**src/rtl/uart_rx_deser_param.sv**
```systemverilog
// UART RX deserializer: assembles start/data/parity/stop from centre-sampled bits
// and presents each clean word through a one-entry valid/ready output register.
module uart_rx_deser_param #(
    parameter int DATA_WIDTH = 8,
    parameter bit MSB_FIRST  = 1'b0,
    parameter int STOP_BITS  = 1
) (
    input  logic                  clk,
    input  logic                  rst,
    input  logic                  bit_vld,
    input  logic                  bit_in,
    input  logic                  cfg_par_en,
    input  logic                  cfg_par_typ,
    input  logic                  abort,
    output logic [DATA_WIDTH-1:0] p_data,
    output logic                  data_vld,
    input  logic                  data_rdy,
    output logic                  par_err,
    output logic                  stp_err,
    output logic                  strt_err,
    output logic                  ovr_err,
    output logic                  busy
);

    localparam int CW = $clog2(DATA_WIDTH + 1);
    localparam logic [CW-1:0] LAST_DATA = CW'(DATA_WIDTH - 1);
    localparam logic [CW-1:0] LAST_STOP = CW'(STOP_BITS - 1);

    typedef enum logic [1:0] {
        ST_IDLE   = 2'd0,
        ST_DATA   = 2'd1,
        ST_PARITY = 2'd2,
        ST_STOP   = 2'd3
    } state_t;

    state_t                state_r, state_s;
    logic [DATA_WIDTH-1:0] shift_r, shift_s;
    logic [CW-1:0]         cnt_r, cnt_s;
    logic                  par_en_r, par_en_s;
    logic                  par_typ_r, par_typ_s;
    logic                  par_fail_r, par_fail_s;
    logic                  stp_fail_r, stp_fail_s;
    logic [DATA_WIDTH-1:0] p_data_r, p_data_s;
    logic                  data_vld_r, data_vld_s;
    logic                  par_err_r, par_err_s;
    logic                  stp_err_r, stp_err_s;
    logic                  strt_err_r, strt_err_s;
    logic                  ovr_err_r, ovr_err_s;
    logic                  busy_r;

    // Parity bit the transmitter should have sent for this word.
    function automatic logic expected_parity(input logic [DATA_WIDTH-1:0] d, input logic odd);
        return (^d) ^ odd;
    endfunction

    function automatic logic [DATA_WIDTH-1:0] shift_in(input logic [DATA_WIDTH-1:0] cur, input logic b);
        if (MSB_FIRST) begin
            return {cur[DATA_WIDTH-2:0], b};
        end else begin
            return {b, cur[DATA_WIDTH-1:1]};
        end
    endfunction

    // Frame sequencer, commit and output-handshake next-state logic.
    always_comb begin
        state_s    = state_r;
        shift_s    = shift_r;
        cnt_s      = cnt_r;
        par_en_s   = par_en_r;
        par_typ_s  = par_typ_r;
        par_fail_s = par_fail_r;
        stp_fail_s = stp_fail_r;
        p_data_s   = p_data_r;
        par_err_s  = 1'b0;
        stp_err_s  = 1'b0;
        strt_err_s = 1'b0;
        ovr_err_s  = 1'b0;

        if (data_vld_r && data_rdy) begin
            data_vld_s = 1'b0;
        end else begin
            data_vld_s = data_vld_r;
        end

        if (abort) begin
            state_s    = ST_IDLE;
            cnt_s      = {CW{1'b0}};
            par_fail_s = 1'b0;
            stp_fail_s = 1'b0;
        end else if (bit_vld) begin
            case (state_r)
                ST_IDLE: begin
                    if (!bit_in) begin
                        state_s    = ST_DATA;
                        par_en_s   = cfg_par_en;
                        par_typ_s  = cfg_par_typ;
                        cnt_s      = {CW{1'b0}};
                        shift_s    = {DATA_WIDTH{1'b0}};
                        par_fail_s = 1'b0;
                        stp_fail_s = 1'b0;
                    end else begin
                        strt_err_s = 1'b1;
                    end
                end
                ST_DATA: begin
                    shift_s = shift_in(shift_r, bit_in);
                    if (cnt_r == LAST_DATA) begin
                        cnt_s   = {CW{1'b0}};
                        state_s = par_en_r ? ST_PARITY : ST_STOP;
                    end else begin
                        cnt_s = cnt_r + CW'(1'b1);
                    end
                end
                ST_PARITY: begin
                    par_fail_s = (bit_in != expected_parity(shift_r, par_typ_r));
                    state_s    = ST_STOP;
                end
                ST_STOP: begin
                    stp_fail_s = stp_fail_r | ~bit_in;
                    if (cnt_r == LAST_STOP) begin
                        state_s = ST_IDLE;
                        cnt_s   = {CW{1'b0}};
                        // Errored frames are reported but never overwrite the output register.
                        if (par_fail_r || stp_fail_s) begin
                            par_err_s = par_fail_r;
                            stp_err_s = stp_fail_s;
                        end else if (!data_vld_r || data_rdy) begin
                            p_data_s   = shift_r;
                            data_vld_s = 1'b1;
                        end else begin
                            ovr_err_s = 1'b1;
                        end
                    end else begin
                        cnt_s = cnt_r + CW'(1'b1);
                    end
                end
                default: begin
                    state_s = ST_IDLE;
                end
            endcase
        end else begin
            state_s = state_r;
        end
    end

    // State, datapath and registered outputs with synchronous reset.
    always_ff @(posedge clk) begin
        if (rst) begin
            state_r    <= ST_IDLE;
            shift_r    <= {DATA_WIDTH{1'b0}};
            cnt_r      <= {CW{1'b0}};
            par_en_r   <= 1'b0;
            par_typ_r  <= 1'b0;
            par_fail_r <= 1'b0;
            stp_fail_r <= 1'b0;
            p_data_r   <= {DATA_WIDTH{1'b0}};
            data_vld_r <= 1'b0;
            par_err_r  <= 1'b0;
            stp_err_r  <= 1'b0;
            strt_err_r <= 1'b0;
            ovr_err_r  <= 1'b0;
            busy_r     <= 1'b0;
        end else begin
            state_r    <= state_s;
            shift_r    <= shift_s;
            cnt_r      <= cnt_s;
            par_en_r   <= par_en_s;
            par_typ_r  <= par_typ_s;
            par_fail_r <= par_fail_s;
            stp_fail_r <= stp_fail_s;
            p_data_r   <= p_data_s;
            data_vld_r <= data_vld_s;
            par_err_r  <= par_err_s;
            stp_err_r  <= stp_err_s;
            strt_err_r <= strt_err_s;
            ovr_err_r  <= ovr_err_s;
            busy_r     <= (state_s != ST_IDLE);
        end
    end

    assign p_data   = p_data_r;
    assign data_vld = data_vld_r;
    assign par_err  = par_err_r;
    assign stp_err  = stp_err_r;
    assign strt_err = strt_err_r;
    assign ovr_err  = ovr_err_r;
    assign busy     = busy_r;

endmodule

```
**config.mk**
```make
export PLATFORM = sky130hd
export DESIGN_NAME = uart_rx_deser_param
export DESIGN_NICKNAME = d
export VERILOG_FILES = /design/src/rtl/uart_rx_deser_param.sv
export SDC_FILE = /design/constraint.sdc
export NUM_CORES = 1
export LEC_CHECK = 0
export BUFFER_PORTS_ARGS = -buffer_cell sky130_fd_sc_hd__clkbuf_2
export CAP_MARGIN = 10
export CORE_AREA = 2 2 46 64
export DETAILED_ROUTE_END_ITERATION = 10
export DIE_AREA = 0 0 48 66
export GPL_TIMING_DRIVEN = 0
export PLACE_DENSITY_LB_ADDON = 0.08
export SLEW_MARGIN = 20
export SYNTH_ARGS = -nofsm -noshare
export SYNTH_HDL_FRONTEND = slang
export SYNTH_SLANG_ARGS = --single-unit
```
**constraint.sdc**
```tcl
create_clock -name clk -period 3.1 [get_ports clk]
set_input_delay 0.93 -clock clk [delete_from_list [all_inputs] [get_ports clk]]
set_output_delay 0.93 -clock clk [all_outputs]
set_load 0.03 [all_outputs]
```
==> After elaboration in Yosys (flattened, before gate mapping) <==
Cells that the tools add are included.
{ "classes": {"n_reduce_logical": 22, "bitwise_logic": 9, "n_eq_ne": 6, "n_addsub": 1, "mux": 25, "div": 0, "multipliers": 0, "shift": 0, "n_lt_le_gt_ge": 0} }
{ "op_table": {"columns": ["cell", "n"], "rows": [
  ["8-bit case mux with 2 select lines", 1],
  ["4-bit 2-to-1 mux", 3],
  ["4-bit case mux with 3 select lines", 1],
  ["6-bit OR reduction", 2],
  ["1-bit 2-to-1 mux", 11],
  ["2-bit 2-to-1 mux", 5],
  ["3-bit AND reduction", 3],
  ["8-bit 2-to-1 mux", 1],
  ["2-bit case mux with 4 select lines", 1],
  ["4-bit AND reduction", 2],
  ["2-bit nonzero test", 4],
  ["8-bit XOR reduction", 1],
  ["1-bit inverter", 7],
  ["6-bit AND reduction", 1],
  ["4-bit by 1-bit adder with 4-bit output (second input constant)", 1],
  ["2-bit == test (second input constant)", 2],
  ["4-bit by 3-bit == test with 1-bit output (second input constant)", 1],
  ["4-bit logical NOT", 1],
  ["1-bit case mux with 2 select lines", 2],
  ["4-bit OR reduction", 1],
  ["3-bit nonzero test", 1],
  ["2-bit by 1-bit == test with 1-bit output (second input constant)", 1],
  ["2-bit logical NOT", 1],
  ["1-bit logical OR", 2],
  ["7 further kinds", 7]
]} }
{ "word_totals": {"input_bits": 8, "memories": 0, "latch_bits": 0, "rom_bits": 0, "out_inout_bits": 14, "register_bits": 32, "mem_bits_rw": 0} }

==> Longest topological paths before layout <==
Gate-level depths: netlist of the first run.
{ "logic_depth": {"depth_word": 8, "ltp_mapped": 6, "mapped_depth_nobuf": 6} }

==> Least setup slack after synthesis of the first run <==
Ideal clock, no wire load.
{ "synth_timing": {"path_kind": "input-to-reg", "start": "input port bit_in", "end": "register par_fail_r", "arrival_time_ns": 1.815, "stages": 5, "t_required_ns": 3.004, "setup_slack_ns": 1.189, "setup_ns": 0.096, "path_cell_list": "buf_6 -> xnor2_2 -> xnor3_1 -> xnor2_1 -> o41ai_2"} }
{ "synth_via": {"elab_chain_len": 2} }
{ "synth_rtl": {"columns": ["item", "line_no", "text"], "rows": [
  ["from (decl)", "11", "input logic bit_in,"],
  ["1-bit inequality test / 2-bit inequality test (equally long branches)", null, null],
  ["1-bit case mux with 2 select lines / 3-bit AND reduction (equally long branches)", null, null],
  ["to (signal assigned)", "169", "par_fail_r <= par_fail_s;"],
  ["to (decl)", "41", "logic par_fail_r, par_fail_s;"]
]} }
Several ways; a longest one is shown, not always the timed one.
A chain may end at the register's enable or synchronous reset.

==> Worst setup path in the final report of the first run <==
{ "layout_timing": {"start": "register p_data_r[4] (netlist: p_data[4])", "end": "output port p_data[4]"} }
{ "layout_lines": {"columns": ["item", "line_no", "text"], "rows": [
  ["from (decl)", "43", "logic [DATA_WIDTH-1:0] p_data_r, p_data_s;"],
  ["from (signal assigned)", "156", "p_data_r <= {DATA_WIDTH{1'b0}};"],
  ["from (signal assigned)", "171", "p_data_r <= p_data_s;"],
  ["to (decl)", "15", "output logic [DATA_WIDTH-1:0] p_data,"]
]} }
No word-level cell between the ends.

==> results of run 1 <==
[cells in the final DEF (no fill, tap or decap), drive strengths merged, types with 2 or more instances in the layout]
cell	synthesis	routed
a21oi	9	9
a22oi	8	8
and2	2	2
and3	2	2
and3b	3	3
buf	4	4
clkbuf	2	29
dfxtp	32	32
ha	2	2
inv	5	5
mux2i	10	10
nand2	5	5
nand2b	4	4
nand3	3	3
nand3b	2	2
nand4	2	2
nor2	23	23
nor3	5	5
o21ai	6	6
xnor2	6	6
[area by class of cell]
class	count	area [um2]	area share, %
Multi-Input combinational cell	104	763	46.0
Sequential cell	32	641	38.6
Timing Repair Buffer	19	95.1	5.74
Clock buffer	8	58.8	3.55
Tap cell	36	45.0	2.72
Buffer	6	36.3	2.19
Inverter	5	18.8	1.13
[metrics by stage]
stage          total power, W  instance area (um2)  setup slack [ns]  hold WS, ns  util [%]
6_report             0.000711                 1660              1.28        0.509      63.4
5_1_grt              0.000740                 1660              1.24        0.546      63.4
4_1_cts              0.000718                 1660              1.26        0.510      63.4
3_5_place_dp         0.000469                 1600              1.00        0.492      61.1
3_3_place_gp         0.000468                 1600              1.05        0.478      61.1
2_1_floorplan        0.000456                 1460              1.19        0.463         -
[metal layers]
metal / GRT usage (%) / up-vias / wire [um] / part of all wire, %
li1: - / 568 / - / -
met1: 22.3 / 541 / 1060 / 38
met2: 37.2 / 16 / 1540 / 56
met3: 7.65 / 7 / 86 / 3.1
met4: 10.8 / 0 / 76 / 2.8
met5: 0 / - / 0 / 0
[power groups by stage]
stage | clock network, W | logic, W | registers [W]
3_3_place_gp | 0 | 0.0000436 | 0.000425
2_1_floorplan | 0 | 0.0000303 | 0.000426
5_1_grt | 0.000276 | 0.0000491 | 0.000416
3_5_place_dp | 0 | 0.0000443 | 0.000425
4_1_cts | 0.000258 | 0.0000446 | 0.000415
6_report | 0.000251 | 0.0000441 | 0.000415
[registers in the layout, summed over array words and instances, names as in the netlist]
register / cells
state_r: 2
par_fail_r: 1
cnt_r: 4
par_typ_r: 1
par_err: 1
busy: 1
stp_err: 1
strt_err: 1
p_data: 8
stp_fail_r: 1
par_en_r: 1
data_vld: 1
shift_r: 8
ovr_err: 1
[worst register-to-register path, cell delays in order, from the launching register on]
cell	delay, ns
dfxtp_1	0.51
and3b_1	0.36
nand4_4	0.24
mux2i_1	0.23
nor2_1	0.05
[cells by family after synthesis]
kind of cell / after synthesis
DFF: 32
AOI/OAI and AO/OA: 28
buffers and inverters: 11
muxes: 10
and+or+nand+nor: 56
xor gates and xnor gates: 8
adders and majority gates: 2
[worst max-delay path by stage]
stage / slack, ns / end
final: 1.28 / p_data[4]
after global routing: 1.24 / p_data[1]
after CTS: 1.26 / p_data[4]
after detailed placement: 1.00 / p_data[5]$_SDFFE_PP0P_
after global placement: 1.05 / p_data[7]$_SDFFE_PP0P_
after floorplan: 1.19 / par_fail_r$_SDFFE_PP0P_
==> flow_summary.json, run 1 <==
{
  "yosysSeqAreaShare_pct": 43.9,
  "p_seq_share_pct": 58.4,
  "worstPathMaxFanout": 2,
  "cts_tree": "built",
  "final_nets": 183,
  "pwr_density_cell_nw_per_um2": 429,
  "synth_edf_count": 0,
  "grt_util_all_layers_pct": 21.9,
  "sw_frac_of_total_pct": 23.6,
  "ys_ff_latch": 32,
  "avgViaCountPerCell": 5.39,
  "grt_setup_unrepaired": "no",
  "power_frac_clock_pct": 35.3,
  "pin_count": 22,
  "period_needed_ns": 1.82,
  "drive_gt1_share_pct": 23.0,
  "leakage_nw": 0.734,
  "gp_congestion": 0.846,
  "critPathLaunch": "p_data[4]$_SDFFE_PP0P_",
  "clockBufferDepth": 2,
  "maxCapViolations": 0,
  "synth_mux_area_share_pct": 6.86,
  "post-place-cells": 202,
  "drcViolationCount": 0,
  "hold_class": "reg2reg",
  "status": "complete, no violations",
  "num_vias": 1132,
  "overflow": 0,
  "slew_violations": 0,
  "antenna_found_initial": 0,
  "fill_cells": 230,
  "dr.pass1.iters": 4,
  "ys_types": 41,
  "worst_pin_slew_ns": 0.490,
  "yosysWarnings": 0,
  "cts_buffers": 5,
  "synth_nets": 157,
  "die-area_um2": 3170,
  "numClockSinks": 32,
  "wl_per_cell_um": 13.2,
  "netSwitchingPower_w": 0.000168,
  "cpPeakStageDelay_ns": 0.35,
  "fin_crit_sh_pct": 58.7,
  "rr_worst_depth": 4,
  "min_path_cells": 2,
  "synth.cell_area_um2": 1460,
  "cp_data_required_time_ns": 2.17,
  "criticalPathCategory": "reg2out",
  "port_buffers": 19,
  "synth_top_family_by_area": "simple AND/OR/NAND/NOR gates",
  "cts_htree_levels": 2,
  "drt_iter0_markers": 24,
  "grt_pass1_wl_um": 4810,
  "syn2layout_area_growth_pct": 13.6,
  "layout.cells.non_filler": 210,
  "hold_end": "cnt_r[0]$_SDFFE_PP0P_",
  "synth_area_leaders": "dfxtp_1 (44%), mux2i_1 (6.9%), nor2_1 (5.9%)",
  "worst_r2r_startpoint": "state_r[0]$_SDFF_PP0_",
  "synthFlopType": "dfxtp_1",
  "antenna_left": 0,
  "worstSetupStartpointType": "flip-flop",
  "peakVddDrop_uv": 293,
  "cts_root_buf": "clkbuf_4",
  "row_count": 22,
  "fin_skew_ns": 0.00844,
  "clk_pin_slew_ns": 0.10,
  "power.share.combinational_pct": 6.2,
  "p_int_w": 0.000543,
  "initial_utilization_pct": 55.8,
  "path_delay_family": "flip-flops",
  "die-width_um": 48,
  "cp.buffers_inverters": 1,
  "cts_resized": 0,
  "routed_wirelength_um": 2760,
  "yosys.area_share.adder_pct": 1.72,
  "timing.slew.headroom_pct": 67.0,
  "postSynthAreaPerCell_um2": 9.92,
  "yosysMostFrequentCell": "dfxtp_1",
  "synth.top_cell.area_share_pct": 43.9,
  "insertion_delay_ns": 0.33,
  "grt_pass1_vias": 1087,
  "path_cells": "clkbuf_2",
  "r2r_setup_slack_ns": 1.60,
  "dpl.hpwl_um": 2110,
  "setup_viol": 0,
  "fmax_mhz": 550,
  "cts_hold_buf": 0,
  "synthXorXnorAreaFrac_pct": 7.55,
  "antenna_cells": 0,
  "r2r_end": "p_data[2]$_SDFFE_PP0P_",
  "synth_simple_gate_area_share_pct": 23.7,
  "tns_ns": 0,
  "post_cts_buffers": 0,
  "synth.largest_area_cell": "dfxtp_1",
  "grt_max_degree": 11,
  "die_h_um": 66,
  "async_reset_ff_share_pct": 0,
  "synth_compound_gate_area_share_pct": 12.5,
  "syn_inst": 147,
  "crit_cells": 1,
  "hold_viol": 0,
  "hp-start": "cnt_r[0]$_SDFFE_PP0P_",
  "core_area_um2": 2620,
  "endpoint_kind": "output port",
  "synth_common_cells": "dfxtp_1 (32), nor2_1 (23), mux2i_1 (10)",
  "cp_slowest_cell": "dfxtp_1",
  "critPathArrivalTime_ns": 0.89
}
No activity file was read; power rests on OpenSTA's default activity.
==> run 2: changes to the inputs <==
--- a/config.mk
+++ b/config.mk
@@ -7,9 +7,9 @@
 export LEC_CHECK = 0
 export BUFFER_PORTS_ARGS = -buffer_cell sky130_fd_sc_hd__clkbuf_2
 export CAP_MARGIN = 10
-export CORE_AREA = 2 2 46 64
+export CORE_AREA = 2 2 47 66
 export DETAILED_ROUTE_END_ITERATION = 10
-export DIE_AREA = 0 0 48 66
+export DIE_AREA = 0 0 49 68
 export GPL_TIMING_DRIVEN = 0
 export PLACE_DENSITY_LB_ADDON = 0.08
 export SLEW_MARGIN = 20
==> constraint.sdc (replaced) <==
create_clock -name clk -period 1.75 [get_ports clk]
set_input_delay 0.525 -clock clk [delete_from_list [all_inputs] [get_ports clk]]
set_output_delay 0.525 -clock clk [all_outputs]
set_load 0.03 [all_outputs]
==> run 2 against run 1 <==
Register-to-register slack worse by 1.3 ns. Die area rose by 5.2%. Wire length grew 3.4%. Clock skew fell by 0.0041 ns. Via count shrank 0.97%. Core utilization fell by 2.6 points.
==> flow_summary.json, run 2 (same netlist as run 1, synthesis figures left out) <==
{
  "status": "complete, no violations",
  "overflow": 0,
  "routed_wirelength_um": 2860,
  "tns_ns": 0,
  "power_w": 0.00141,
  "maxCapViolations": 0,
  "drcViolationCount": 0,
  "period_needed_ns": 1.46,
  "grt_util_all_layers_pct": 20.7,
  "critPathArrivalTime_ns": 1.68,
  "layout_setup_ws_ns": 0.286,
  "met1_length_um": 1030,
  "setup_viol": 0,
  "cts_resized": 0,
  "cp_data_required_time_ns": 1.97,
  "drive_gt1_share_pct": 23.7,
  "clockBufferDepth": 2,
  "fin_skew_ns": 0.00433,
  "dr.pass1.iters": 5,
  "num_vias": 1121,
  "cts_hold_buf": 0,
  "cts_buffers": 5,
  "fin_crit_sh_pct": 83.7,
  "criticalPathCategory": "reg2reg",
  "grt_setup_unrepaired": "no",
  "fill_cells": 262,
  "worstPathMaxFanout": 5,
  "worst_pin_slew_ns": 0.463,
  "gp_congestion": 0.829,
  "grt_max_degree": 11,
  "peakVddDrop_uv": 621,
  "antenna_left": 0,
  "grt_pass1_vias": 1167,
  "endpoint_kind": "flip-flop",
  "die-area_um2": 3330,
  "worstSetupStartpointType": "flip-flop",
  "final_nets": 183,
  "initial_utilization_pct": 52.3,
  "dpl.hpwl_um": 2200,
  "port_buffers": 19,
  "dpl_worst_slack_ns": 0.0661,
  "syn2layout_area_growth_pct": 16.3,
  "hold_class": "in2reg",
  "post_cts_buffers": 0,
  "cts_tree": "built",
  "wl_met2_um": 1660,
  "hold_viol": 0,
  "pin_count": 22,
  "slew_violations": 0,
  "insertion_delay_ns": 0.28,
  "die_h_um": 68,
  "final_cell_mix": "dfxtp_1 (32), nor2_1 (23), clkbuf_2 (19)",
  "antenna_found_initial": 0,
  "leakage_nw": 0.752,
  "fmax_mhz": 683,
  "cts_root_buf": "clkbuf_8",
  "die-width_um": 49,
  "row_count": 23,
  "met3_length_um": 76,
  "grt_pass1_wl_um": 5150,
  "drt_iter0_markers": 23,
  "core_area_um2": 2790,
  "timing.slew.headroom_pct": 69.1,
  "numClockSinks": 32,
  "highest_layer": "met4",
  "clk_pin_slew_ns": 0.06,
  "antenna_cells": 0,
  "avgViaCountPerCell": 5.34,
  "mostFrequentLayoutCell": "dfxtp_1",
  "pwr_density_cell_nw_per_um2": 832,
  "cts_htree_levels": 2,
  "wl_per_cell_um": 13.6
}
## run 2: cell count changes in the layout (fill, tap and decap cells not counted), sizes merged
| cell | previous run | this run |
|---|---|---|
| clkbuf | 29 | 28 |
## run 2: final timing paths
kind / end / startpoint / cells after the start / slack, ns
hold / removal: par_typ_r$_SDFFE_PP0P_ / cfg_par_typ / 3 / 0.48
hold reg to reg: p_data[1]$_SDFFE_PP0P_ / p_data[1]$_SDFFE_PP0P_ / 2 / 0.50
setup / recovery: cnt_r[2]$_SDFFE_PP0P_ / cnt_r[0]$_SDFFE_PP0P_ / 6 / 0.29
setup reg to reg: cnt_r[2]$_SDFFE_PP0P_ / cnt_r[0]$_SDFFE_PP0P_ / 6 / 0.29
## run 2: area by class of cell
class                      count  area, um2  share of cell area (%)
sequential                    32        641                    37.8
buffer                         6       36.3                    2.14
timing repair buffer          19       95.1                    5.60
inverter                       5       18.8                    1.11
multi-input combinational    104        763                    45.0
tap                           37       46.3                    2.73
clock buffer                   7       96.3                    5.68
## run 2: where the power goes
group	internal, W	switching (W)	leakage [nW]
registers	0.000733	0.00000380	0.258
logic	0.0000316	0.0000462	0.444
clock network	0.000350	0.000248	0.0503
## run 2: through the flow
| step | hold WS [ns] | cells | instance area, um2 | utilization, % |
|---|---|---|---|---|
| 2_1_floorplan | 0.463 | 147 | 1460 | - |
| 3_3_place_gp | 0.481 | 203 | 1600 | 57.3 |
| 3_5_place_dp | 0.490 | 203 | 1600 | 57.3 |
| 4_1_cts | 0.476 | 210 | 1700 | 60.8 |
| 5_1_grt | 0.514 | 210 | 1700 | 60.8 |
| 6_report | 0.485 | 210 | 1700 | 60.8 |
## run 2: worst max-delay path: stages, from the launching register on
cell     delay, ns
dfxtp_1       0.38
inv_1         0.06
ha_1          0.23
nand2_1       0.07
nor2_1        0.04
or4b_1        0.50
a21oi_1       0.13
## run 2: metal layers
layer  track usage [%]  vias up
met4              13.6        0
met2              40.4       18
met5                 0        -
li1                  -      564
met3              5.68        9
met1              18.8      530
